<file path="src/rtl/seg_monitor_pkg.sv">
// seg_monitor_pkg: shared seven-segment tables, invalid marker and FSM state type
// Contents: SEG_INVALID decode marker, SEG_ENC digit->pattern table (also used by the
// display path), state_e monitor states, seg_to_digit() pattern->digit lookup.
package seg_monitor_pkg;

    localparam logic [3:0] SEG_INVALID = 4'hF;

    // Active-high segments, bit0=a ... bit6=g
    localparam logic [6:0] SEG_ENC [10] = '{
        7'h3F, 7'h06, 7'h5B, 7'h4F, 7'h66, 7'h6D, 7'h7D, 7'h07, 7'h7F, 7'h6F
    };

    typedef enum logic [1:0] {ST_EMPTY, ST_FIRST, ST_TRACK} state_e;

    function automatic logic [3:0] seg_to_digit(input logic [6:0] s);
        logic [3:0] d;
        d = SEG_INVALID;
        for (int i = 0; i < 10; i++)
            if (s == SEG_ENC[i]) d = 4'(i);
        return d;
    endfunction

endpackage

</file>
<file path="src/rtl/seg_monitor_decode.sv">
// seg_decode: combinational seven-segment pattern to decimal digit decoder
// Ports: seg (pattern in), digit (decoded digit, SEG_INVALID if unknown), valid (pattern is a digit)
module seg_decode
    import seg_monitor_pkg::*;
(
    input  logic [6:0] seg,
    output logic [3:0] digit,
    output logic       valid
);

    assign digit = seg_to_digit(seg);
    assign valid = digit != SEG_INVALID;

endmodule

</file>
<file path="src/rtl/seg_monitor.sv">
// seg_monitor: watches a seven-segment digit, debounces it, checks count sequence and step rate
// Ports: clk, rst_n (async active-low), seg (observed pattern), clear_err (clear sticky flags);
//        digit/digit_valid/digit_tick (accepted digit), period (cycles between last two ticks),
//        seq_err/rate_err/invalid_err (sticky error flags).
module seg_monitor
    import seg_monitor_pkg::*;
#(
    parameter int CLOCK_FREQ    = 10_000,
    parameter int STABLE_CYCLES = 4,
    parameter int RATE_TOL      = 1
) (
    input  logic        clk,
    input  logic        rst_n,
    input  logic [6:0]  seg,
    input  logic        clear_err,
    output logic [3:0]  digit,
    output logic        digit_valid,
    output logic        digit_tick,
    output logic [31:0] period,
    output logic        seq_err,
    output logic        rate_err,
    output logic        invalid_err
);

    localparam logic [7:0]  STABLE = 8'(STABLE_CYCLES);
    localparam logic [31:0] FREQ   = 32'(CLOCK_FREQ);
    localparam logic [31:0] TOL    = 32'(RATE_TOL);

    logic [6:0]  seg_q, cand_q, cand_d, pat_q, pat_d;
    logic [7:0]  cnt_q, cnt_d;
    logic        pend_q, pend_d, tick_q, tick_d;
    state_e      state_q, state_d;
    logic [3:0]  digit_q, digit_d, pat_digit, next_digit;
    logic [31:0] period_q, period_d, ivl_q, ivl_d, span, dev;
    logic        seq_q, seq_d, rate_q, rate_d, inv_q, inv_d;
    logic        diff, reach, want, accept, pat_valid;

    seg_decode u_dec (
        .seg   (pat_q),
        .digit (pat_digit),
        .valid (pat_valid)
    );

    always_comb begin
        diff       = seg_q != cand_q;
        cand_d     = seg_q;
        cnt_d      = diff ? 8'd1 : (cnt_q == STABLE ? STABLE : cnt_q + 8'd1);
        // Settled exactly once: on a fresh load, or on the step that brings the count to STABLE
        reach      = cnt_d == STABLE && (diff || cnt_q != STABLE);
        want       = pend_q && pat_valid && (state_q == ST_EMPTY || pat_digit != digit_q);
        // A settle landing right after a tick is held one cycle so ticks never abut
        accept     = want && !tick_q;
        pend_d     = reach || (want && tick_q);
        pat_d      = reach ? cand_d : pat_q;
        span       = &ivl_q ? ivl_q : ivl_q + 32'd1;
        dev        = span > FREQ ? span - FREQ : FREQ - span;
        next_digit = digit_q == 4'd9 ? 4'd0 : digit_q + 4'd1;
        state_d    = accept ? (state_q == ST_EMPTY ? ST_FIRST : ST_TRACK) : state_q;
        digit_d    = accept ? pat_digit : digit_q;
        tick_d     = accept;
        period_d   = (accept && state_q != ST_EMPTY) ? span : period_q;
        ivl_d      = accept ? 32'd0 : span;
        seq_d      = (accept && state_q != ST_EMPTY && pat_digit != next_digit) || (seq_q && !clear_err);
        rate_d     = (accept && state_q == ST_TRACK && dev > TOL) || (rate_q && !clear_err);
        inv_d      = (pend_q && !pat_valid) || (inv_q && !clear_err);
    end

    always_ff @(posedge clk or negedge rst_n) begin
        if (!rst_n) begin
            seg_q    <= '0;
            cand_q   <= '0;
            cnt_q    <= '0;
            pend_q   <= 1'b0;
            pat_q    <= '0;
            state_q  <= ST_EMPTY;
            digit_q  <= '0;
            tick_q   <= 1'b0;
            period_q <= '0;
            ivl_q    <= '0;
            seq_q    <= 1'b0;
            rate_q   <= 1'b0;
            inv_q    <= 1'b0;
        end else begin
            seg_q    <= seg;
            cand_q   <= cand_d;
            cnt_q    <= cnt_d;
            pend_q   <= pend_d;
            pat_q    <= pat_d;
            state_q  <= state_d;
            digit_q  <= digit_d;
            tick_q   <= tick_d;
            period_q <= period_d;
            ivl_q    <= ivl_d;
            seq_q    <= seq_d;
            rate_q   <= rate_d;
            inv_q    <= inv_d;
        end
    end

    assign digit       = digit_q;
    assign digit_valid = state_q != ST_EMPTY;
    assign digit_tick  = tick_q;
    assign period      = period_q;
    assign seq_err     = seq_q;
    assign rate_err    = rate_q;
    assign invalid_err = inv_q;

endmodule

</file>
<file path="config.mk">
export PLATFORM = sky130hd
export DESIGN_NAME = seg_monitor
export DESIGN_NICKNAME = d
export VERILOG_FILES = /design/src/rtl/seg_monitor_pkg.sv /design/src/rtl/seg_monitor_decode.sv /design/src/rtl/seg_monitor.sv
export SDC_FILE = /design/constraint.sdc
export NUM_CORES = 1
export LEC_CHECK = 0
export CORE_ASPECT_RATIO = 2
export CORE_MARGIN = 2
export CORE_UTILIZATION = 35
export CTS_CLUSTER_DIAMETER = 60
export DETAILED_ROUTE_END_ITERATION = 16
export GPL_TIMING_DRIVEN = 0
export HOLD_SLACK_MARGIN = 0.1
export REMOVE_ABC_BUFFERS = 1
export SYNTH_ARGS = -nofsm -noshare
export SYNTH_HDL_FRONTEND = slang
export SYNTH_SLANG_ARGS = --single-unit
</file>
<file path="constraint.sdc">
create_clock -name clk -period 11.87 [get_ports clk]
set_input_delay 1.187 -clock clk [delete_from_list [all_inputs] [get_ports clk]]
set_output_delay 1.187 -clock clk [all_outputs]
set_load 0.01 [all_outputs]
</file>
# Word-level counts from Yosys, hierarchy flattened

Index checks and enable logic that the tools add are counted.

Register bits: 104
Input port bits: 10
Output and inout bits: 41
Logic and storage cells: 81

Add/subtract/negate cells: 5
$lt $le $gt $ge: 2
Eq/ne operators: 19
Muxes and demuxes: 17
Reduce and logical (&&, ||, !) cells: 25

Operators with widths:

| kind                                                  | count |
|---|---|
| 2-to-1 mux 32 bit                                     | 3 |
| == test 7 bit, second input constant                  | 7 |
| 2-to-1 mux 4 bit                                      | 11 |
| adder 32 x 1 -> 32 bit, second input constant         | 1 |
| > comparator 32 x 1 -> 1 bit, second input constant   | 1 |
| > comparator 32 x 14 -> 1 bit, second input constant  | 1 |
| AND reduction 32 bit                                  | 1 |
| subtractor 14 x 32 -> 32 bit, first input constant    | 1 |
| subtractor 32 x 14 -> 32 bit, second input constant   | 1 |
| == test 8 x 3 -> 1 bit, second input constant         | 2 |
| 2-to-1 mux 8 bit                                      | 2 |
| == test 7 x 3 -> 1 bit, second input constant         | 2 |
| logical AND 1 bit                                     | 13 |
| adder 8 x 1 -> 8 bit, second input constant           | 1 |
| inequality test 4 bit                                 | 2 |
| inequality test 8 x 3 -> 1 bit, second input constant | 1 |
| == test 7 x 6 -> 1 bit, second input constant         | 1 |
| inequality test 7 bit                                 | 1 |
| logical OR 1 bit                                      | 6 |
| adder 4 x 1 -> 4 bit, second input constant           | 1 |
| == test 4 bit, second input constant                  | 1 |
| inequality test 4 bit, second input constant          | 1 |
| zero test 1 bit                                       | 3 |
| == test 2 bit, second input constant                  | 1 |
| other kinds (3)                                       | 3 |

# Depth between registers and ports, before layout

Gate-level depths: netlist of the first run.

Word-level depth: 18
Mapped depth: 20
Gate-level depth less buffers: 17

# Cells and area by module

From an unflattened synthesis of the first run, not the netlist that was laid out.

Cells, all modules: 763
Area total of the unflattened synthesis: 6852.8 µm²

Modules (own cells, without submodules):

| module      | times used | cells each | area each (µm²) | sequential area each (µm²) |
|---|---|---|---|---|
| seg_monitor | 1          | 725        | 6602.6          | 2602.5 |
| seg_decode  | 1          | 38         | 250.2           | 0.0 |

# Worst setup path after synthesis of the first run

OpenSTA, ideal clock, no wires.

Kind: reg2reg
Start: reg ivl_q[1]
End: reg rate_q, in the netlist rate_err
Setup time: 149 ps
Arrival: 4354 ps
Required time: 11721 ps
Slack: 7367 ps
Cell stages (with the launch flop): 21
Path buffers: 3
Period minus slack after synthesis: 4503 ps
Cells stage by stage: dfrtp_1 > ha_1 > buf_6 > nand3_2 > nor4_4 > and3_1 > buf_4 > mux2i_1 > ha_1 > inv_1 > nor4_1 > o21a_1 > o21ai_0 > a21o_1 > or3_1 > buf_6 > and3_1 > o41ai_1 > o2111ai_1 > nor4_1 > a41oi_1

Word-level cells in the longest chain between the ends: 7
Elaborated cells on any way between the ends: 10
Those cells by class: 3 x add/sub; 2 x order compare; 2 x mux; 3 x reduce/logical

Ends and longest elaborated chain:

| element                                                               | RTL line          | text |
|---|---|---|
| from (decl)                                                           | seg_monitor.sv:34 | `logic [31:0] period_q, period_d, ivl_q, ivl_d, span, dev;` |
| from (signal assigned)                                                | seg_monitor.sv:93 | `ivl_q <= ivl_d;` |
| adder 32 x 1 -> 32 bit / AND reduction 32 bit (equally long branches) | seg_monitor.sv:55 | `span = &ivl_q ? ivl_q : ivl_q + 32'd1;` |
| 2-to-1 mux 32 bit *                                                   | seg_monitor.sv:55 |  |
| subtractor 14 x 32 -> 32 bit, or another cell as far along            | seg_monitor.sv:56 | `dev = span > FREQ ? span - FREQ : FREQ - span;` |
| 2-to-1 mux 32 bit *                                                   | seg_monitor.sv:56 |  |
| > comparator 32 x 1 -> 1 bit *                                        | seg_monitor.sv:64 | `rate_d = (accept && state_q == ST_TRACK && dev > TOL) \|\| (rate_q && !clear_err);` |
| logical AND 1 bit *                                                   | seg_monitor.sv:64 |  |
| logical OR 1 bit *                                                    | seg_monitor.sv:64 |  |
| net rate_d                                                            | seg_monitor.sv:35 | `logic seq_q, seq_d, rate_q, rate_d, inv_q, inv_d;` |
| to (signal assigned)                                                  | seg_monitor.sv:95 | `rate_q <= rate_d;` |
| to (decl)                                                             | seg_monitor.sv:35 |  |

The timed path passes the listed nets; every way through them passes the cells marked *.
A chain may end at the register's enable or synchronous reset.

# Worst setup path in the final report of the first run

Start: reg ivl_q[0]
End: reg rate_q, in the netlist rate_err

The elaborated chain is that of the path after synthesis.

==> flow_summary_export.csv, run 1 <==
group,metric,value,unit
run_status,status,"finished clean",
setup_path,cpPeakStageDelay,0.66,ns
timing,finalHoldViolCount,0,
layout,drive_above_1_share,7.35,%
synthesis,avgSynthCellArea,8.90,sq um
placed_design,numPortBuffers,50,
die,row_count,69,
clocking,cts_resized,0,
die,initial_core_util,35.7,%
placed_design,gp_congestion,0.956,
job,cap_viol_max_count,0,
synthesis,synth_seq_cells,104,
clocking,htree_levels,3,
drt,vias_per_cell,5.61,
worst_hold_path,hold_path_end,"cand_q[1]",
clocking,cts_buffers,9,
timing,rsz0062_at_grt,"false",
setup_path,cp_slowest_cell,"nor4_4",
grt,grt_pass1_wl,28800,microns
timing,period_needed,6.61,ns
clocking,ctsHoldBuffers,0,
placed_design,dpl.hpwl,14300,microns
timing,fmax,151,MHz
timing,fin_crit_sh,55.7,%
layout,syn_to_final_growth,14.5,%
clocking,clock_path_buffers,2,
layout,finalNetCount,747,
timing,setup_viol,0,
timing,fin_setup_tns,0,ns
setup_path,required,12.05,ns
drt,drtIter0Drc,237,
clocking,cts.sinks,104,
timing,tightest_slew,0.980,ns
worst_hold_path,hold_depth,0,
drt,drtPass1Iterations,4,
setup_path,crit_family,"simple AND/OR/NAND/NOR gates",
grt,track_usage,19.2,%
pwr,ir_drop,60.9,uV
synthesis,synth_flop_cell,"dfrtp_1",
clocking,clkLatencyLatePin,0.36,ns
synthesis,synth_edf_count,0,
clocking,clkTransAtPathRegs,0.07,ns
pwr,powerDensity,90.9,nW/um^2
synthesis,netlist_area,6310,sq um
drt,wl_per_cell,19.1,microns
drt,finalWirelength,18100,microns
layout,diodes,0,
setup_path,end_kind,"flip-flop",
clocking,cts_tree,"built",
layout,fin_util,40.8,%
setup_path,path_cells,"ha_1 > nand3_2 > nor4_4 > and3_1 > mux2i_1 > ha_1 > inv_1 > nor4_1 > o21a_1 > o21ai_0 > a21o_1 > or3_1 > and3_1 > o41ai_1 > o2111ai_1 > nor4_1 > a41oi_1",
setup_path,r2r-end,"rate_err",
drt,routed-via-count,5322,
setup_path,worstSetupStartpointType,"flip-flop",
pwr,leakage,3.06,nW
die,top_level_ports,51,
die,die_area,19200,sq um
timing,finalClockSkew,0.00911,ns
setup_path,path_class,"reg -> reg",
drt,ant_nets,0,
setup_path,ff2ff_path_depth,17,
grt,grt-ovfl-total,0,
worst_hold_path,hold_path.class,"reg -> reg",
synthesis,syn-instance-count,709,
clocking,ctsRootBufferMaster,"clkbuf_16",
clocking,cts_setup_buffers,0,
timing,maxSlewHeadroom,34.2,%
die,core,17700,sq um
timing,maxSlewViolCount,0,
grt,antenna_found_initial,0,
synthesis,async_reset_ff_share,100,%
setup_path,r2r_slack,5.26,ns
setup_path,cp_num_buf_inv,1,
synthesis,ys.warnings.count,0,
setup_path,arrival,6.80,ns
drt,drc,0,
synthesis,synth-seq-area-share,41.2,%
die,fp.dieH,194,microns
die,die_x,99.0,microns
setup_path,reg2reg_from,"ivl_q[0]",
setup_path,crit_fanout,19,
grt,grt_max_degree,72,
synthesis,synth_cell_types,75,
worst_hold_path,worstHoldStart,"cand_d[1]",
grt,grt_pass1_vias,5394,
## layout make-up
cell class | count | area [sq um]
Fill cell | 1802 | 10500
Multi-Input combinational cell | 545 | 3450
Sequential cell | 104 | 2600
Timing Repair Buffer | 54 | 576
Tap cell | 213 | 267
Clock buffer | 10 | 229
Inverter | 16 | 60.1
Clock inverter | 6 | 48.8
## sequential cells by signal, indices dropped and copies added, names as in the netlist
name,cells
cand_d,7
digit_tick,1
pend_q,1
rate_err,1
period,32
pat_q,7
state_q,2
seq_err,1
ivl_q,32
cnt_q,8
digit,4
cand_q,7
invalid_err,1
## cells by family after synthesis
group	count (synthesis)	share of synthesized area (%)
DFF	104	41.2
adders and majority gates	7	1.39
AOI/OAI and AO/OA	146	15.0
muxes	17	2.95
xor gates and xnor gates	61	8.70
buffers and inverters	60	4.50
and+or+nand+nor	314	26.3
## synthesized netlist by cell type, drive strengths merged (2+ instances only)
cell	instances	area share [%]
o21ai	60	4.8
mux2i	7	1.2
nor3	20	2.2
a311oi	4	0.55
nand2	80	4.8
a211oi	4	0.48
nand4	20	2.6
mux2	10	1.8
o22ai	3	0.30
dfrtp	104	41
nand2b	3	0.30
or2	3	0.30
xnor2	31	4.5
nor4	12	1.7
a41o	2	0.32
o31ai	5	0.59
a21oi	18	1.4
ha	7	1.4
and2	7	0.69
nor2b	5	0.50
buf	19	2.0
a21o	2	0.24
and4	3	0.42
or4	3	0.36
clkbuf	25	1.5
a2111oi	2	0.30
o211a	3	0.48
nor3b	2	0.24
xor2	30	4.2
nand3	37	3.1
o211ai	4	0.55
inv	16	0.95
o2111ai	7	1.1
nor2	78	4.7
nor4b	3	0.42
o21a	4	0.48
a31oi	11	1.1
or3	9	0.89
nand4bb	2	0.36
and3	22	2.2
o41ai	5	0.69
a41oi	2	0.28
## layer usage
metal	wire length [microns]	share of wire [%]	vias up	GRT usage (%)
li1	-	-	2584	-
met1	6100	34	2585	17.8
met2	10400	57	104	37.2
met3	429	2.4	49	2.52
met4	1220	6.7	0	13.1
met5	0	0	-	0
## power breakdown
part	switching (W)	internal, W
logic	0.00000826	0.00000492
registers	0.00000171	0.000357
clock network	0.000141	0.000145
total	0.000151	0.000506
## how the worst max path moves through the flow
stage	endpoint	from	slack [ns]	depth (start not counted)
6_report	rate_err	ivl_q[0]	5.26	17
5_1_grt	rate_err	ivl_q[0]	4.80	17
3_3_place_gp	seq_err	pat_q[5]	1.04	11
4_1_cts	rate_err	ivl_q[0]	5.34	17
2_1_floorplan	seq_err	pat_q[5]	5.02	11
3_5_place_dp	rate_err	ivl_q[0]	5.37	17
## per-stage QoR
| step | worst slack, ns | instances | cell area, sq um | power [W] | hold WS (ns) |
|---|---|---|---|---|---|
| detailed placement | 5.37 | 932 | 6950 | 0.000379 | 0.408 |
| finish | 5.26 | 948 | 7230 | 0.000657 | 0.421 |
| floorplan | 5.02 | 665 | 6090 | 0.000367 | 0.388 |
| global placement | 1.04 | 928 | 6860 | 0.000378 | 0.404 |
| global route | 4.80 | 948 | 7230 | 0.000683 | 0.435 |
| CTS | 5.34 | 948 | 7230 | 0.000667 | 0.429 |
## placed cells by master (no fill, tap or decap), types with 15 or more instances in the layout
cell and n:
nand4_1 17, inv_1 16, nor2_1 77, xnor2_1 29, xor2_1 30, nand2_1 79, nor3_1 15, dfrtp_1 104
a21oi_1 18, o21ai_0 56, nand3_1 35, clkdlybuf4s50_1 49, and3_1 22
(Power assumes the default switching activity.)
==> run 2, diff against run 1 <==
==> constraint.sdc (replaced) <==
create_clock -name clk -period 6.9 [get_ports clk]
set_input_delay 0.69 -clock clk [delete_from_list [all_inputs] [get_ports clk]]
set_output_delay 0.69 -clock clk [all_outputs]
set_load 0.01 [all_outputs]
==> run 2 against run 1 <==
Worst hold slack worse by 0.13 ns. Clock skew is 0.0020 ns higher. Combinational power is 72% higher. Maximum frequency is 5.7% higher. Die area stayed put. Core utilization is 0.085 points higher. Design area is 0.21% higher. Sequential power is 72% higher. Via count is 0.24% higher. Clock power is 71% higher. Non-clock buffer count is 2 higher. Global-route usage stayed put. Critical endpoint unchanged. Largest power group unchanged.
==> flow_summary_export.csv, run 2 (synthesis gave the netlist of run 1 again) <==
group,metric,value,unit
layout,num-fill-cells,1800,
setup_path,path_class,"reg -> reg",
timing,fmax,160,MHz
setup_path,reg2reg_from,"ivl_q[0]",
setup_path,required,7.08,ns
clocking,cts.sinks,104,
die,fp.dieH,194,microns
timing,period_needed,6.26,ns
clocking,clkTransAtPathRegs,0.07,ns
pwr,leakage,3.07,nW
die,die_x,99.0,microns
timing,maxSlewHeadroom,35.2,%
setup_path,cp_slowest_cell,"o41ai_1",
setup_path,cpPeakStageDelay,0.62,ns
placed_design,dp_slack,0.401,ns
clocking,ctsRootBufferMaster,"clkbuf_16",
layout,fin_util,40.9,%
layout,diodes,0,
pwr,p_sw_share,22.7,%
die,die_area,19200,sq um
placed_design,dpl.hpwl,14300,microns
pwr,p_int,0.000871,W
die,core,17700,sq um
layout,syn_to_final_growth,14.7,%
die,top_level_ports,51,
die,row_count,69,
setup_path,worstSetupStartpointType,"flip-flop",
clocking,clkLatencyLatePin,0.36,ns
pwr,p_sw,0.000256,W
timing,maxSlewViolCount,0,
drt,drtIter0Drc,275,
layout,drive_above_1_share,7.60,%
grt,grt_pass1_vias,5394,
job,cap_viol_max_count,0,
drt,ant_nets,0,
drt,wl_per_cell,19.1,microns
grt,track_usage,19.2,%
die,initial_core_util,35.7,%
pwr,comb_power_share,2.0,%
layout,final_common_cell,"dfrtp_1",
setup_path,startpoint,"ivl_q[0]",
pwr,seqPwrFrac,54.7,%
grt,grt_pass1_wl,28800,microns
placed_design,gp_congestion,0.956,
clocking,cts_tree,"built",
timing,tightest_slew,0.966,ns
worst_hold_path,hold_path.class,"in -> async",
drt,routed-via-count,5335,
clocking,clock_path_buffers,2,
grt,grt-ovfl-total,0,
timing,setup_ws,0.642,ns
layout,mostFrequentLayoutCells,"dfrtp_1, nand2_1, nor2_1, o21ai_0, clkdlybuf4s50_1",
setup_path,end_kind,"flip-flop",
drt,vias_per_cell,5.62,
timing,fin_crit_sh,90.7,%
timing,finalClockSkew,0.0111,ns
setup_path,path_cells,"ha_1 > nand3_2 > nor4_4 > and3_1 > mux2i_1 > ha_1 > inv_1 > nor4_1 > o21a_1 > o21ai_0 > a21o_1 > or3_1 > and3_1 > o41ai_1 > o2111ai_1 > nor4_1 > a41oi_1",
pwr,pwr-share-clk,43.3,%
layout,finalNetCount,749,
pwr,powerDensity,156,nW/um^2
run_status,status,"finished clean",
setup_path,crit_fanout,19,
drt,drc,0,
timing,rsz0062_at_grt,"false",
drt,finalWirelength,18100,microns
clocking,htree_levels,3,
pwr,ir_drop,105,uV
setup_path,arrival,6.44,ns
timing,finalHoldViolCount,0,
grt,grt_max_degree,72,
clocking,cts_resized,0,
placed_design,numPortBuffers,50,
grt,antenna_found_initial,0,
timing,setup_viol,0,
clocking,cts_buffers,9,
drt,drtPass1Iterations,4,
==> run 2: changes by cell type in the layout (fill, tap and decap cells not counted) <==
cell   previous run  this run
buf_4             1         3
==> run 2: path summary, 6_finish.rpt <==
path                              end  slack, ns  cells past startpoint
min in group clk            cand_q[1]       0.42                      0
max in group asynchronous  state_q[0]       5.90                      2
max reg2reg                  rate_err       0.64                     17
max                          rate_err       0.64                     17
min                        period[16]       0.29                      1
min reg2reg                 cand_q[1]       0.42                      0
==> run 2: cell type report <==
class | instances | area [sq um] | area share (%)
multi-input cells | 545 | 3450 | 47.6
flip-flops and latches | 104 | 2600 | 35.9
repair buffers | 56 | 591 | 8.15
well taps | 213 | 267 | 3.68
clock buffers | 10 | 229 | 3.16
inverters | 16 | 60.1 | 0.829
clock inverters | 6 | 48.8 | 0.674
==> run 2: layer usage <==
| layer | global-route usage (%) | up-vias | part of all wire (%) |
|---|---|---|---|
| li1 | - | 2586 | - |
| met1 | 17.8 | 2586 | 33 |
| met2 | 37.2 | 112 | 57 |
| met3 | 2.52 | 51 | 2.5 |
| met4 | 13.1 | 0 | 6.8 |
| met5 | 0 | - | 0 |
==> run 2: power by group through the flow <==
stage	clock network (W)	logic (W)	registers, W
floorplan	0	0.00000376	0.000628
global placement	0	0.0000222	0.000629
detailed placement	0	0.0000241	0.000628
CTS	0.000507	0.0000242	0.000616
global route	0.000532	0.0000267	0.000617
finish	0.000489	0.0000227	0.000616
==> run 2: worst max-delay path, delay by kind of cell, from the launching register on <==
kind	cells	cell delay (ns)
multiplexers	1	0.45
AND/OR/NAND/NOR	7	2.74
buffers and inverters	1	0.12
flip-flops	1	0.49
adder cells (fa/ha/maj)	2	0.71
AO/OA/AOI/OAI	6	1.57
==> run 2: what timing repair did <==
item | in CTS | in global routing
endpoints found under the hold margin | 0 | 0
hold buffers | 0 | 0
setup buffers | 0 | 2
endpoints found under the setup margin | 0 | 1
==> run 2: metrics by stage <==
stage / setup TNS, ns / instances / hold slack (ns) / power, W / instance area [sq um]
global route: 0 / 950 / 0.320 / 0.00118 / 7240
global placement: -141.79 / 928 / 0.404 / 0.000651 / 6860
floorplan: 0 / 665 / 0.388 / 0.000632 / 6090
detailed placement: 0 / 932 / 0.408 / 0.000652 / 6950
finish: 0 / 950 / 0.289 / 0.00113 / 7240
CTS: 0 / 948 / 0.301 / 0.00115 / 7230
